===== src/rtl/codec_secded_param_if.sv =====
// Bus bundle for codec_secded_param: input/output handshakes, data paths,
// error flags and counters. The slave modport is the codec's view, the
// master modport is the view of whatever drives and consumes it.
interface codec_secded_param_if #(
    parameter int ANCHO_DATOS = 4,
    parameter int ANCHO_CONT  = 16
);

    // Smallest R with 2^R >= K + R + 1.
    function automatic int calc_paridad(input int k);
        int r;
        r = 1;
        for (int i = 0; i < 24; i++) begin
            if ((1 << r) < k + r + 1) begin
                r = r + 1;
            end
        end
        return r;
    endfunction

    localparam int NUM_PARIDAD   = calc_paridad(ANCHO_DATOS);
    localparam int ANCHO_PALABRA = ANCHO_DATOS + NUM_PARIDAD + 1;

    // Handshake: a transfer happens on a rising edge where valid and ready
    // are both high. The producer holds valid and its payload steady until
    // that edge. Ready may depend on valid, but valid never depends on ready.
    logic                     valido_ent;
    logic                     listo_ent;
    logic                     modo;
    logic [ANCHO_DATOS-1:0]   dato_entrada;
    logic [ANCHO_PALABRA-1:0] palabra_entrada;
    logic                     valido_sal;
    logic                     listo_sal;
    logic [ANCHO_PALABRA-1:0] palabra;
    logic [ANCHO_DATOS-1:0]   dato_salida;
    logic [NUM_PARIDAD-1:0]   sindrome;
    logic                     error_simple;
    logic                     error_doble;
    logic [ANCHO_CONT-1:0]    cont_simple;
    logic [ANCHO_CONT-1:0]    cont_doble;
    logic                     limpiar_cont;

    modport master (
        output valido_ent, modo, dato_entrada, palabra_entrada, listo_sal, limpiar_cont,
        input  listo_ent, valido_sal, palabra, dato_salida, sindrome,
               error_simple, error_doble, cont_simple, cont_doble
    );

    modport slave (
        input  valido_ent, modo, dato_entrada, palabra_entrada, listo_sal, limpiar_cont,
        output listo_ent, valido_sal, palabra, dato_salida, sindrome,
               error_simple, error_doble, cont_simple, cont_doble
    );

endinterface


===== src/rtl/codec_secded_param.sv =====
// Parametrised Hamming SECDED encoder/decoder with a single output register
// stage (latency 1, throughput 1/cycle). Word layout: bit 0 is global parity,
// power-of-two positions hold Hamming parity, the rest hold data in ascending
// order. Optional saturating error counters are built only when the macro
// CODEC_CONTADORES_EN is defined; otherwise they read as zero.
module codec_secded_param #(
    parameter int ANCHO_DATOS = 4,
    parameter int ANCHO_CONT  = 16
) (
    input  logic                 reloj,
    input  logic                 reinicio_n,
    codec_secded_param_if.slave  bus
);

    function automatic int calc_paridad(input int k);
        int r;
        r = 1;
        for (int i = 0; i < 24; i++) begin
            if ((1 << r) < k + r + 1) begin
                r = r + 1;
            end
        end
        return r;
    endfunction

    localparam int K = ANCHO_DATOS;
    localparam int R = calc_paridad(ANCHO_DATOS);
    localparam int N = K + R + 1;
    localparam int C = ANCHO_CONT;

    // ------------------------------------------------------------------
    // Handshake
    // ------------------------------------------------------------------
    logic valido_q;
    logic listo_ent_w;
    logic fire_ent;

    assign listo_ent_w   = !valido_q || bus.listo_sal;
    assign fire_ent      = bus.valido_ent && listo_ent_w;
    assign bus.listo_ent = listo_ent_w;

    // ------------------------------------------------------------------
    // Data placement and extraction (fixed wiring)
    // ------------------------------------------------------------------
    logic [N-1:0] enc_base;   // data bits in place, parity positions zero
    logic [N-1:0] dec_corr;   // decoded word after any correction
    logic [K-1:0] dec_dato;   // data bits pulled out of dec_corr

    // The data index at a non-power-of-two position p is p minus the number
    // of parity positions at or below p (including bit 0).
    for (genvar p = 0; p < N; p++) begin : g_pos
        if ((p & (p - 1)) == 0) begin : g_par
            assign enc_base[p] = 1'b0;
        end else begin : g_dat
            localparam int IDX = p - $clog2(p + 1) - 1;
            assign enc_base[p]   = bus.dato_entrada[IDX];
            assign dec_dato[IDX] = dec_corr[p];
        end
    end

    // ------------------------------------------------------------------
    // Encoder
    // ------------------------------------------------------------------
    logic [R-1:0] enc_par;
    logic [N-1:0] enc_w;

    // Hamming parity bits over the data positions, then global parity.
    always_comb begin
        enc_par = '0;
        enc_w   = enc_base;
        for (int i = 0; i < R; i++) begin
            for (int j = 1; j < N; j++) begin
                if (((j >> i) & 1) == 1) begin
                    enc_par[i] = enc_par[i] ^ enc_base[j];
                end
            end
            enc_w[1 << i] = enc_par[i];
        end
        enc_w[0] = ^enc_w[N-1:1];
    end

    // ------------------------------------------------------------------
    // Decoder
    // ------------------------------------------------------------------
    logic [R-1:0] dec_sind;
    logic         dec_pg;
    logic         dec_s_nz;
    logic         dec_s_valida;
    logic         dec_simple;
    logic         dec_doble;

    // Syndrome is the XOR of the indices of all set bits in 1..N-1.
    always_comb begin
        dec_sind = '0;
        for (int j = 1; j < N; j++) begin
            if (bus.palabra_entrada[j]) begin
                dec_sind = dec_sind ^ R'(j);
            end
        end
    end

    assign dec_pg       = ^bus.palabra_entrada;
    assign dec_s_nz     = |dec_sind;
    // A syndrome pointing past the top of the word cannot be a single error.
    assign dec_s_valida = (32'(dec_sind) < 32'(N));
    assign dec_simple   = dec_pg && (!dec_s_nz || dec_s_valida);
    assign dec_doble    = (dec_s_nz && !dec_pg) || (dec_pg && dec_s_nz && !dec_s_valida);

    // Flip the bit the syndrome points at (bit 0 when the syndrome is zero).
    always_comb begin
        dec_corr = bus.palabra_entrada;
        for (int j = 0; j < N; j++) begin
            if (dec_simple && (dec_sind == R'(j))) begin
                dec_corr[j] = ~dec_corr[j];
            end
        end
    end

    // ------------------------------------------------------------------
    // Output register
    // ------------------------------------------------------------------
    logic         valido_d;
    logic [N-1:0] palabra_d,  palabra_q;
    logic [K-1:0] dato_d,     dato_q;
    logic [R-1:0] sindrome_d, sindrome_q;
    logic         simple_d,   simple_q;
    logic         doble_d,    doble_q;

    // Load on input fire, drop valid on retire, otherwise hold everything.
    always_comb begin
        valido_d   = valido_q;
        palabra_d  = palabra_q;
        dato_d     = dato_q;
        sindrome_d = sindrome_q;
        simple_d   = simple_q;
        doble_d    = doble_q;
        if (fire_ent) begin
            valido_d = 1'b1;
            if (bus.modo) begin
                palabra_d  = dec_corr;
                dato_d     = dec_dato;
                sindrome_d = dec_sind;
                simple_d   = dec_simple;
                doble_d    = dec_doble;
            end else begin
                palabra_d  = enc_w;
                dato_d     = bus.dato_entrada;
                sindrome_d = '0;
                simple_d   = 1'b0;
                doble_d    = 1'b0;
            end
        end else if (bus.listo_sal) begin
            valido_d = 1'b0;
        end
    end

    // Output stage state; reset clears everything and drops any transaction.
    always_ff @(posedge reloj) begin
        if (!reinicio_n) begin
            valido_q   <= 1'b0;
            palabra_q  <= '0;
            dato_q     <= '0;
            sindrome_q <= '0;
            simple_q   <= 1'b0;
            doble_q    <= 1'b0;
        end else begin
            valido_q   <= valido_d;
            palabra_q  <= palabra_d;
            dato_q     <= dato_d;
            sindrome_q <= sindrome_d;
            simple_q   <= simple_d;
            doble_q    <= doble_d;
        end
    end

    assign bus.valido_sal   = valido_q;
    assign bus.palabra      = palabra_q;
    assign bus.dato_salida  = dato_q;
    assign bus.sindrome     = sindrome_q;
    assign bus.error_simple = simple_q;
    assign bus.error_doble  = doble_q;

    // ------------------------------------------------------------------
    // Error counters
    // ------------------------------------------------------------------
`ifdef CODEC_CONTADORES_EN
    logic [C-1:0] cont_simple_d, cont_simple_q;
    logic [C-1:0] cont_doble_d,  cont_doble_q;

    // Saturating increment per decode fire; clear wins over increment.
    always_comb begin
        cont_simple_d = cont_simple_q;
        cont_doble_d  = cont_doble_q;
        if (bus.limpiar_cont) begin
            cont_simple_d = '0;
            cont_doble_d  = '0;
        end else if (fire_ent && bus.modo) begin
            if (dec_simple && !(&cont_simple_q)) begin
                cont_simple_d = cont_simple_q + 1'b1;
            end
            if (dec_doble && !(&cont_doble_q)) begin
                cont_doble_d = cont_doble_q + 1'b1;
            end
        end
    end

    // Counter registers.
    always_ff @(posedge reloj) begin
        if (!reinicio_n) begin
            cont_simple_q <= '0;
            cont_doble_q  <= '0;
        end else begin
            cont_simple_q <= cont_simple_d;
            cont_doble_q  <= cont_doble_d;
        end
    end

    assign bus.cont_simple = cont_simple_q;
    assign bus.cont_doble  = cont_doble_q;
`else
    // Counters not built: outputs tied low and the clear input is unused.
    logic unused_limpiar;
    assign unused_limpiar  = bus.limpiar_cont;
    assign bus.cont_simple = '0;
    assign bus.cont_doble  = '0;
`endif

endmodule


===== src/flat_wrapper.sv =====
// flat-port wrapper written by rule: the top's interface ports become plain ports
module codec_secded_param_flat 
#(
    parameter int ANCHO_DATOS = 4,
    parameter int ANCHO_CONT  = 16
)
  (reloj, reinicio_n, bus_valido_ent, bus_modo, bus_dato_entrada, bus_palabra_entrada, bus_listo_sal, bus_limpiar_cont, bus_listo_ent, bus_valido_sal, bus_palabra, bus_dato_salida, bus_sindrome, bus_error_simple, bus_error_doble, bus_cont_simple, bus_cont_doble);
  codec_secded_param_if #(.ANCHO_DATOS(ANCHO_DATOS), .ANCHO_CONT(ANCHO_CONT)) bus_i ();
  input  logic reloj;
  input  logic reinicio_n;
  input wire logic [$bits(bus_i.valido_ent)-1:0] bus_valido_ent;
  input wire logic [$bits(bus_i.modo)-1:0] bus_modo;
  input wire logic [$bits(bus_i.dato_entrada)-1:0] bus_dato_entrada;
  input wire logic [$bits(bus_i.palabra_entrada)-1:0] bus_palabra_entrada;
  input wire logic [$bits(bus_i.listo_sal)-1:0] bus_listo_sal;
  input wire logic [$bits(bus_i.limpiar_cont)-1:0] bus_limpiar_cont;
  output wire logic [$bits(bus_i.listo_ent)-1:0] bus_listo_ent;
  output wire logic [$bits(bus_i.valido_sal)-1:0] bus_valido_sal;
  output wire logic [$bits(bus_i.palabra)-1:0] bus_palabra;
  output wire logic [$bits(bus_i.dato_salida)-1:0] bus_dato_salida;
  output wire logic [$bits(bus_i.sindrome)-1:0] bus_sindrome;
  output wire logic [$bits(bus_i.error_simple)-1:0] bus_error_simple;
  output wire logic [$bits(bus_i.error_doble)-1:0] bus_error_doble;
  output wire logic [$bits(bus_i.cont_simple)-1:0] bus_cont_simple;
  output wire logic [$bits(bus_i.cont_doble)-1:0] bus_cont_doble;
  assign bus_i.valido_ent = bus_valido_ent;
  assign bus_i.modo = bus_modo;
  assign bus_i.dato_entrada = bus_dato_entrada;
  assign bus_i.palabra_entrada = bus_palabra_entrada;
  assign bus_i.listo_sal = bus_listo_sal;
  assign bus_i.limpiar_cont = bus_limpiar_cont;
  assign bus_listo_ent = bus_i.listo_ent;
  assign bus_valido_sal = bus_i.valido_sal;
  assign bus_palabra = bus_i.palabra;
  assign bus_dato_salida = bus_i.dato_salida;
  assign bus_sindrome = bus_i.sindrome;
  assign bus_error_simple = bus_i.error_simple;
  assign bus_error_doble = bus_i.error_doble;
  assign bus_cont_simple = bus_i.cont_simple;
  assign bus_cont_doble = bus_i.cont_doble;
  codec_secded_param #(.ANCHO_DATOS(ANCHO_DATOS), .ANCHO_CONT(ANCHO_CONT)) u_core (.reloj(reloj), .reinicio_n(reinicio_n), .bus(bus_i));
endmodule

===== config.mk =====
export PLATFORM = sky130hd
export DESIGN_NAME = codec_secded_param_flat
export DESIGN_NICKNAME = d
export VERILOG_FILES = /design/src/rtl/codec_secded_param_if.sv /design/src/rtl/codec_secded_param.sv /design/src/flat_wrapper.sv
export SDC_FILE = /design/constraint.sdc
export NUM_CORES = 1
export LEC_CHECK = 0
export ABC_AREA = 1
export CORE_MARGIN = 3
export CORE_UTILIZATION = 41
export DETAILED_ROUTE_END_ITERATION = 8
export PLACE_DENSITY_LB_ADDON = 0.08
export REMOVE_ABC_BUFFERS = 1
export SLEW_MARGIN = 20
export SYNTH_ARGS = -nofsm -noshare
export SYNTH_HDL_FRONTEND = slang
export SYNTH_SLANG_ARGS = --single-unit

===== constraint.sdc =====
create_clock -name reloj -period 1.6 [get_ports reloj]
set_input_delay 0.4 -clock reloj [delete_from_list [all_inputs] [get_ports reloj]]
set_output_delay 0.4 -clock reloj [all_outputs]
set_load 0.005 [all_outputs]

======== After elaboration in Yosys (flattened, before gate mapping) ========
Cells that the tools add are included.
cells by class
  div/mod/pow operators ................... 0
  mux-type cells .......................... 22
  add/subtract/negate cells ............... 0
  multiply operators ...................... 0
  equality and inequality tests ........... 7
  $lt $le $gt $ge ......................... 0
  bitwise logic cells ..................... 20
  reductions and logical operators ........ 18
  shift operators ......................... 0
operators by type and width
  operator                                             count
  2-to-1 mux 3 bit                                     5
  2-to-1 mux 1 bit                                     13
  equality test 3 bit, second input constant           4
  logical AND 1 bit                                    10
  2-to-1 mux 8 bit                                     1
  inverter 1 bit                                       8
  parity 8 bit                                         1
  parity 7 bit                                         1
  equality test 3 x 2 -> 1 bit, second input constant  2
  inverter 2 bit                                       3
  bitwise XOR 1 bit                                    6
  2-to-1 mux 2 bit                                     2
  2-to-1 mux 4 bit                                     1
  equality test 3 x 1 -> 1 bit, second input constant  1
  logical NOT 3 bit                                    1
  inverter 3 bit                                       1
  OR reduction 3 bit                                   1
  logical NOT 1 bit                                    2
  inverter 1 bit, first input constant                 2
  nonzero test 2 bit                                   1
  logical OR 1 bit                                     1
storage, ports and cells
  input port bits ......................... 18
  latch bits .............................. 0
  memory bits (writable) .................. 0
  memories ................................ 0
  bits in read-only memories .............. 0
  register bits ........................... 18
  word-level logic and storage cells ...... 73

======== Depth between registers and ports, before layout ========
Gate-level depths: netlist (run 1).
  depth after elaboration ................. 15
  gate-level depth with buffers ........... 12
  gate-level depth less buffers ........... 12

======== Worst setup path before layout (run 1) ========
No wires, ideal clock.
  kind .................................... input port to flip-flop
  from .................................... in bus_palabra_entrada[1]
  to ...................................... reg u_core.dato_q[0], in the netlist u_core.bus.dato_salida[0]
  data required time ...................... 1.478 ns
  arrival time ............................ 1.220 ns
  stages on the path ...................... 12
  setup time .............................. 0.122 ns
  setup slack ............................. 0.259 ns
  path buffers ............................ 0
  path through ............................ inv_1 -> nand2_1 -> nand2_2 -> nand2_1 -> nand2_2 -> inv_2 -> nor2_8 -> nand2_1 -> nand2_1 -> nand3_1 -> nand2_1 -> a21oi_1
between the ends
  longest elaborated chain between the ends .. 14
  elaborated cells on any way between the ends .. 15
ends and longest elaborated chain
  what                             line                       text
  start: declaration               flat_wrapper.sv:14         input wire logic [$bits(bus_i.palabra_entrada)-1:0] bus_palabra_entrada;
  2-to-1 mux 1 bit                 codec_secded_param.sv:96   if (bus.palabra_entrada[j]) begin
  2-to-1 mux 2 bit                 codec_secded_param.sv:96
  inverter 2 bit (no source line)  n/a
  2-to-1 mux 2 bit                 codec_secded_param.sv:96
  2-to-1 mux 3 bit                 codec_secded_param.sv:96
  inverter 2 bit (no source line)  n/a
  2-to-1 mux 3 bit (2 in series)   codec_secded_param.sv:96
  inverter 3 bit (no source line)  n/a
  2-to-1 mux 3 bit                 codec_secded_param.sv:96
  equality test 3 x 2 -> 1 bit     codec_secded_param.sv:113  if (dec_simple && (dec_sind == R'(j))) begin
  logical AND 1 bit *              codec_secded_param.sv:113
  2-to-1 mux 1 bit *               codec_secded_param.sv:113
  2-to-1 mux 4 bit *               codec_secded_param.sv:139  if (bus.modo) begin
  end signal: assignment           codec_secded_param.sv:169  dato_q <= dato_d;
  end: declaration                 codec_secded_param.sv:124  logic [K-1:0] dato_d, dato_q;
Mark *: on every way between the ends. The rest lies on a longest branch, timed or not.
A chain may end at the register's enable or synchronous reset.

==> results of run 1 <==
Yosys cell counts (all sizes together):
library cell   n  area, um^2
nand2         81       346.6
conb           1       3.750
clkinv         1       3.750
xor2           5       43.79
o21a           3       22.52
dfxtp         14       280.3
nor2          11       88.84
o21ai          7       38.79
buf           38       289.0
xnor2          1       8.760
nand3         18       90.09
a21oi         19       106.4
inv           18       67.56
path summary, 6_finish.rpt:
kind / cells past startpoint / endpoint
setup / recovery: 1 / bus_palabra[5]
hold / removal: 2 / u_core.bus.sindrome[0]
setup reg to reg: 7 / u_core.bus.dato_salida[0]
hold reg to reg: 2 / u_core.bus.sindrome[0]
registers in the layout (all words and copies together) (netlist names):
register	cells
u_core.bus.valido_sal	1
u_core.bus.palabra	4
u_core.bus.error_doble	1
u_core.bus.dato_salida	4
u_core.bus.sindrome	3
u_core.bus.error_simple	1
cell type report:
| type | instances | area [um^2] |
|---|---|---|
| Clock buffer | 4 | 36.28 |
| Timing Repair Buffer | 68 | 580.6 |
| Tap cell | 44 | 55.05 |
| Inverter | 19 | 71.32 |
| Multi-Input combinational cell | 179 | 905.9 |
| Fill cell | 301 | 1221 |
| Sequential cell | 14 | 282.8 |
per-stage QoR:
step	area, um^2	hold WS, ps	total power, mW	cells
floorplan	1217	461.8	0.6443	210
global placement	1856	457.2	0.8801	320
detailed placement	1856	459.8	0.8801	320
CTS	1881	476.5	1.124	324
global route	1932	492.1	1.250	328
finish	1932	470.8	1.156	328
worst min-delay path: cells and delay by family, from the launching register on:
family,cells,cell delay [ps]
AO/OA/AOI/OAI,1,60
AND/OR/NAND/NOR,1,60
flip-flops,1,310
layer usage:
| metal | share of wire, % | wire length (um) |
|---|---|---|
| met1 | 47 | 1582 |
| met4 | 0.68 | 23 |
| met2 | 46 | 1556 |
| met3 | 6.9 | 234 |
| met5 | 0 | 0 |
cells by family after synthesis:
kind of cell              synth area share [%]
and+or+nand+nor                          37.80
buffers and inverters                    25.92
AOI/OAI and AO/OA                        12.06
DFF                                      20.16
xor gates and xnor gates                 3.780
other                                   0.2698
cell usage in the layout (no fill, tap or decap), types with 9 or more instances in the layout:
cell and instances:
nand2_1 68, a21oi_1 16, conb_1 32, nand3_1 18, dfxtp_1 12, nand2_2 9
buf_4 32, inv_1 9, clkdlybuf4s50_1 26, inv_2 9
power by group:
group	switching, mW	leakage (nW)	internal (mW)
combinational	0.273	0.836	0.247
sequential	0.0134	0.116	0.374
clock	0.110	0.0210	0.138
total	0.396	0.973	0.759
repair_timing:
item / in CTS / in global routing
endpoints found under the setup margin: 11 / 12
setup buffers: 0 / 2
resized for setup: 11 / 16
gates cloned: 0 / 2
pin swaps: 2 / 3
==> flow_metrics.tcl, run 1 <==
set metrics [dict create \
    antenna_found_initial 0 \
    crit_family "buffers and inverters" \
    rows 20 \
    cp_max_fo 3 \
    io_pins 69 \
    clock-sinks 14 \
    power_density_mw_per_mm2 598.1 \
    syn_avg_cell_area_um2 6.406 \
    cts_tree "yes" \
    min_period_ps 1539 \
    r2r-start "u_core.bus.valido_sal" \
    cp.required_ps 1200 \
    crit_chain "clkdlybuf4s50_1" \
    grt_pass1_vias 1211 \
    via_count 1401 \
    start_util_pct 44.09 \
    grt_pass1_wl_um 5368 \
    synthCells 217 \
    dr.pass1.iters 4 \
    ys_seq_area_share_pct 20.16 \
    cp-start-kind "flip-flop" \
    drt_iter0_drc 36 \
    rrSetupSlack_ps 430 \
    cts_hold_buf 0 \
    die_h_um 64.23 \
    setup_violations 0 \
    end_kind "primary output" \
    gp_congestion 0.8246 \
    die-area_mm2 0.004125 \
    vdd_ir_drop_max_mv 0.4701 \
    gr-max-usage-layer "met2" \
    wirelength_um 3398 \
    power_leakage_nw 0.9725 \
    path_class "flip-flop to primary output" \
    chipWidth_um 64.23 \
    cts-htree-levels 1 \
    cts_buffer_depth 2 \
    io_buffers 35 \
    grt_use_met1_pct 20.89 \
    grt_max_degree 15 \
    holdCritStartpoint "u_core.bus.sindrome[0]" \
    root_buffer "clkbuf_4" \
    fin_crit_sh_pct 96.22 \
    hpwl_um 2729 \
    viasPerCell 4.271 \
    overflow 0 \
    hp-class "flip-flop to flip-flop" \
    yosysWarnings 0 \
    rsz0062_at_grt "false" \
    wl_per_cell_um 10.36 \
    clk_pin_slew_ps 80 \
    fmax_mhz 649.6 \
    grt_usage_pct 16.11 \
    critPathSlowestCell "clkdlybuf4s50_1" \
    synth_area_mm2 0.001390 \
    drive_gt1_share_pct 27.11 \
    diodes 0 \
    tns_ps 0 \
    final_core_util_pct 61.27 \
    slowest_delay_ps 510 \
    core_area_mm2 0.003153 \
    grtUsageMet3_pct 4.042 \
    arrival_ps 1140 \
    skew_ps 4.498 \
    ys_ff_latch 14 \
    syn_to_final_growth_pct 38.97 \
    slew_viol_final 0 \
    run_status "completed" \
    yosysUniqueCellTypes 21 \
    timing.max_cap.violations 0 \
    hold_viol 0 \
    ant_nets 0 \
    cts_inserted_buffers 3 \
    fin_nets 303 \
    critPathBufInv 1 \
    startpoint "u_core.bus.dato_salida[1]" \
    met2_usage_pct 26.97 \
    final.setup.worst_slack_ps 60.54 \
    clkLatencyLatePin_ps 280 \
    drc_errors 0 \
    dp_slack_ps -467.7 \
]
No activity file was read; power rests on OpenSTA's default activity.
==> inputs of run 2 (changes only) <==
--- a/config.mk
+++ b/config.mk
@@ -6,7 +6,6 @@
 export NUM_CORES = 1
 export LEC_CHECK = 0
 export ABC_AREA = 1
-export CORE_MARGIN = 3
 export CORE_UTILIZATION = 41
 export DETAILED_ROUTE_END_ITERATION = 8
 export PLACE_DENSITY_LB_ADDON = 0.08
==> run 2 against run 1 <==
Against the previous run:
- clock-buffer cell count decreased by 1
- first-iteration DRC count increased by 11%
- cell count decreased by 0.91%
- clock skew increased by 6.3 ps
- critical path depth unchanged
- power decreased by 6.6%
- critical path type unchanged
- highest routed layer unchanged
==> flow_metrics.tcl, run 2 (synthesis gave the netlist of run 1 again) <==
set metrics [dict create \
    run_status "completed" \
    cts_tree "yes" \
    clk_pin_slew_ps 90 \
    met3WireLength_um 253 \
    fin_area_mm2 0.001889 \
    met2WireLength_um 1513 \
    cts_inserted_buffers 3 \
    fmax_mhz 645.4 \
    clkLatencyLatePin_ps 280 \
    tns_ps 0 \
    rrSetupSlack_ps 450 \
    cp.required_ps 1200 \
    via_count 1443 \
    layout_commonest_cell "nand2_1" \
    die_h_um 60.23 \
    fin_nets 301 \
    crit_family "buffers and inverters" \
    die-area_mm2 0.003627 \
    wirelength_um 3273 \
    min_period_ps 1549 \
    cts_buffer_depth 2 \
    timing.max_cap.violations 0 \
    hold_viol 0 \
    wl_met1_um 1485 \
    diodes 0 \
    path_class "flip-flop to primary output" \
    cts_hold_buf 0 \
    wl_per_cell_um 10.07 \
    root_buffer "clkbuf_4" \
    cp_max_fo 3 \
    crit_chain "clkdlybuf4s50_1" \
    overflow 0 \
    slowest_delay_ps 510 \
    start_util_pct 44.44 \
    drt_iter0_drc 40 \
    rows 20 \
    grt_pass1_vias 1257 \
    gp_congestion 0.8815 \
    grt_max_degree 16 \
    holdWs_ps 466.9 \
    grt_pass1_wl_um 5216 \
    viasPerCell 4.440 \
    slew_viol_final 0 \
    core_area_mm2 0.003128 \
    skew_ps 10.82 \
    antenna_found_initial 0 \
    hpwl_um 2631 \
    io_buffers 35 \
    power_leakage_nw 0.9525 \
    final_cell_mix "nand2_1 (67), conb_1 (32), buf_4 (32)" \
    critPathBufInv 1 \
    cp-start-kind "flip-flop" \
    grt_usage_pct 19.23 \
    final.setup.worst_slack_ps 50.55 \
    vdd_ir_drop_max_mv 0.4340 \
    drive_gt1_share_pct 25.27 \
    chipWidth_um 60.23 \
    final_core_util_pct 60.40 \
    fin_crit_sh_pct 96.84 \
    dp_slack_ps -507.2 \
    critPathSlowestCell "clkdlybuf4s50_1" \
    highest_layer "met4" \
    setup_violations 0 \
    arrival_ps 1150 \
    power_density_mw_per_mm2 571.3 \
    drc_errors 0 \
    ant_nets 0 \
    dr.pass1.iters 4 \
    clock-sinks 14 \
    io_pins 69 \
    cts-htree-levels 1 \
    syn_to_final_growth_pct 35.91 \
    end_kind "primary output" \
    hp-class "flip-flop to flip-flop" \
    placed_cell_area_mm2 0.001863 \
    rsz0062_at_grt "false" \
]
==> run 2: final timing paths <==
check | from | cells after the start | endpoint
worst max register to register | u_core.bus.valido_sal | 7 | u_core.bus.sindrome[0]
worst max-delay path | u_core.bus.dato_salida[1] | 1 | bus_palabra[5]
worst min register to register | u_core.bus.sindrome[1] | 2 | u_core.bus.sindrome[1]
worst min-delay path | u_core.bus.sindrome[1] | 2 | u_core.bus.sindrome[1]
==> run 2: cell type report <==
cell class | count | area [um^2]
Fill cell | 328 | 1239
Multi-Input combinational cell | 178 | 889.6
Timing Repair Buffer | 67 | 568.0
Sequential cell | 14 | 282.8
Inverter | 19 | 71.32
Tap cell | 44 | 55.05
Clock buffer | 3 | 22.52
==> run 2: repair_timing <==
action                     4_1_cts  5_1_grt
setup buffers                    0        0
cloned                           1        0
gates resized for setup         14        8
hold endpoints to repair         0        0
pin swaps                        4        2
setup endpoints to repair       11       10
==> run 2: report_power, final <==
group | total, mW | switching (mW) | internal (mW) | leakage [nW]
Combinational | 0.493 | 0.263 | 0.230 | 0.823
Clock | 0.199 | 0.112 | 0.0873 | 0.0138
Sequential | 0.387 | 0.0136 | 0.374 | 0.116
==> run 2: stage by stage <==
stage               std cells  total power [mW]
floorplan                 210            0.6443
global placement          321            0.8793
detailed placement        321            0.8800
CTS                       325             1.084
global route              325             1.153
finish                    325             1.079
==> run 2: per-layer routing <==
| layer | vias to the layer above | global-route usage [%] |
|---|---|---|
| met3 | 2 | 4.329 |
| met5 | - | 0 |
| met4 | 0 | 2.990 |
| met1 | 633 | 24.48 |
| met2 | 66 | 33.28 |
| li1 | 742 | - |
==> inputs of run 3 (changes only) <==
--- a/config.mk
+++ b/config.mk
@@ -6,8 +6,9 @@
 export NUM_CORES = 1
 export LEC_CHECK = 0
 export ABC_AREA = 1
-export CORE_UTILIZATION = 41
+export CORE_UTILIZATION = 60
 export DETAILED_ROUTE_END_ITERATION = 8
+export DONT_BUFFER_PORTS = 1
 export PLACE_DENSITY_LB_ADDON = 0.08
 export REMOVE_ABC_BUFFERS = 1
 export SLEW_MARGIN = 20
==> run 3 against run 2 <==
Against the previous run:
- routed wire length down 20%
- power fell by 13%
- clock power grew 28%
- sequential power increased by 2%
- worst hold slack got worse by 210 ps
- global-route usage is 1.8 points higher
- register-to-register slack got worse by 120 ps
- sequential share of layout area increased by 6.7 points
==> flow_metrics.tcl, run 3 (synthesis gave the netlist of run 1 again) <==
set metrics [dict create \
    overflow 0 \
    fill_cells 226 \
    cts_tree "yes" \
    die_h_um 50.14 \
    chipWidth_um 50.14 \
    clkLatencyLatePin_ps 280 \
    wl_per_cell_um 10.78 \
    grt_pass1_vias 985 \
    run_status "completed" \
    hpwl_um 2184 \
    grt_max_degree 14 \
    fin_crit_sh_pct 79.25 \
    tns_ps 0 \
    cts-htree-levels 1 \
    via_count 1206 \
    rows 17 \
    core_area_mm2 0.002191 \
    end_kind "flip-flop" \
    slew_viol_final 0 \
    fmax_mhz 788.7 \
    drc_errors 0 \
    viasPerCell 4.963 \
    cp-start-kind "flip-flop" \
    final.setup.worst_slack_ps 332.0 \
    die-area_mm2 0.002514 \
    dp_slack_ps 89.37 \
    arrival_ps 1480 \
    drive_gt1_share_pct 14.88 \
    cts_buffer_depth 2 \
    final_cell_mix "nand2_1 (68), conb_1 (32), nand3_1 (18)" \
    drt_iter0_drc 28 \
    cts_resized 0 \
    clk_pin_slew_ps 90 \
    gp_congestion 0.8083 \
    skew_ps 1.580 \
    fin_nets 234 \
    path_class "flip-flop to flip-flop" \
    diodes 0 \
    io_buffers 0 \
    grt_usage_pct 21.06 \
    io_pins 69 \
    power_leakage_nw 0.6669 \
    clock-sinks 14 \
    cts_hold_buf 0 \
    root_buffer "clkbuf_4" \
    cts_inserted_buffers 3 \
    antenna_found_initial 0 \
    cp.required_ps 1810 \
    wirelength_um 2620 \
    multi_input_area_um2 865.8 \
    regArea_um2 280.3 \
    hp-class "primary input to flip-flop" \
    start_util_pct 63.45 \
    post-cts-setup-buffers 0 \
    cp_max_fo 8 \
    dr.pass1.iters 4 \
    timing.max_cap.violations 0 \
    power_density_mw_per_mm2 723.4 \
    setup_violations 0 \
    vdd_ir_drop_max_mv 0.8030 \
    layout_commonest_cell "nand2_1" \
    rsz0062_at_grt "false" \
    min_period_ps 1268 \
    ant_nets 0 \
    syn_to_final_growth_pct -6.751 \
    hold_viol 0 \
    grt_pass1_wl_um 4133 \
]
==> run 3: changes by cell type in the layout (fill, tap and decap cells not counted), sizes merged <==
cell	previous run	this run
clkdlybuf4s50	26	0
buf	32	1
nor2	12	11
dlygate4sd2	6	0
clkbuf	6	4
==> run 3: final cells by class <==
cell class	count	share of cell area [%]
tap	28	2.703
clock buffer	4	2.799
timing repair buffer	1	0.5792
inverter	19	5.502
multi-input combinational	177	66.80
sequential	14	21.62
==> run 3: path summary, 6_finish.rpt <==
check	cells after the start	start	slack, ps	endpoint
max	5	u_core.bus.valido_sal	330	u_core.bus.error_simple
min	2	reinicio_n	260	u_core.bus.palabra[1]
max reg2reg	5	u_core.bus.valido_sal	330	u_core.bus.error_simple
min reg2reg	2	u_core.bus.sindrome[0]	490	u_core.bus.sindrome[0]
==> run 3: per-stage QoR <==
stage	hold WS [ps]	power, mW	instance area [um^2]	instances	util, %
2_1_floorplan	461.8	0.6443	1217	210	-
3_3_place_gp	475.9	0.6826	1260	239	57.51
3_5_place_dp	479.2	0.6904	1260	239	57.51
4_1_cts	248.0	0.9449	1296	243	59.17
5_1_grt	253.4	1.010	1296	243	59.17
6_report	258.8	0.9377	1296	243	59.17
==> run 3: layer usage <==
| layer | routed length (um) | GRT usage [%] | part of all wire (%) | vias up |
|---|---|---|---|---|
| li1 | - | - | - | 611 |
| met4 | 12 | 2.857 | 0.46 | 0 |
| met1 | 1117 | 25.00 | 43 | 538 |
| met2 | 1267 | 36.89 | 48 | 55 |
| met3 | 224 | 7.273 | 8.5 | 2 |
| met5 | 0 | 0 | 0 | - |
==> run 3: critical path: stages, from the launching register on <==
cell	delay [ps]
dfxtp_1	330
nand2_1	120
nand2_1	190
nor2_1	290
o21ai_0	140
a21oi_1	130
==> run 3: report_power, final <==
part / internal [mW] / total, mW / switching, mW
clock network: 0.138 / 0.254 / 0.115
registers: 0.373 / 0.393 / 0.0200
logic: 0.0963 / 0.291 / 0.195
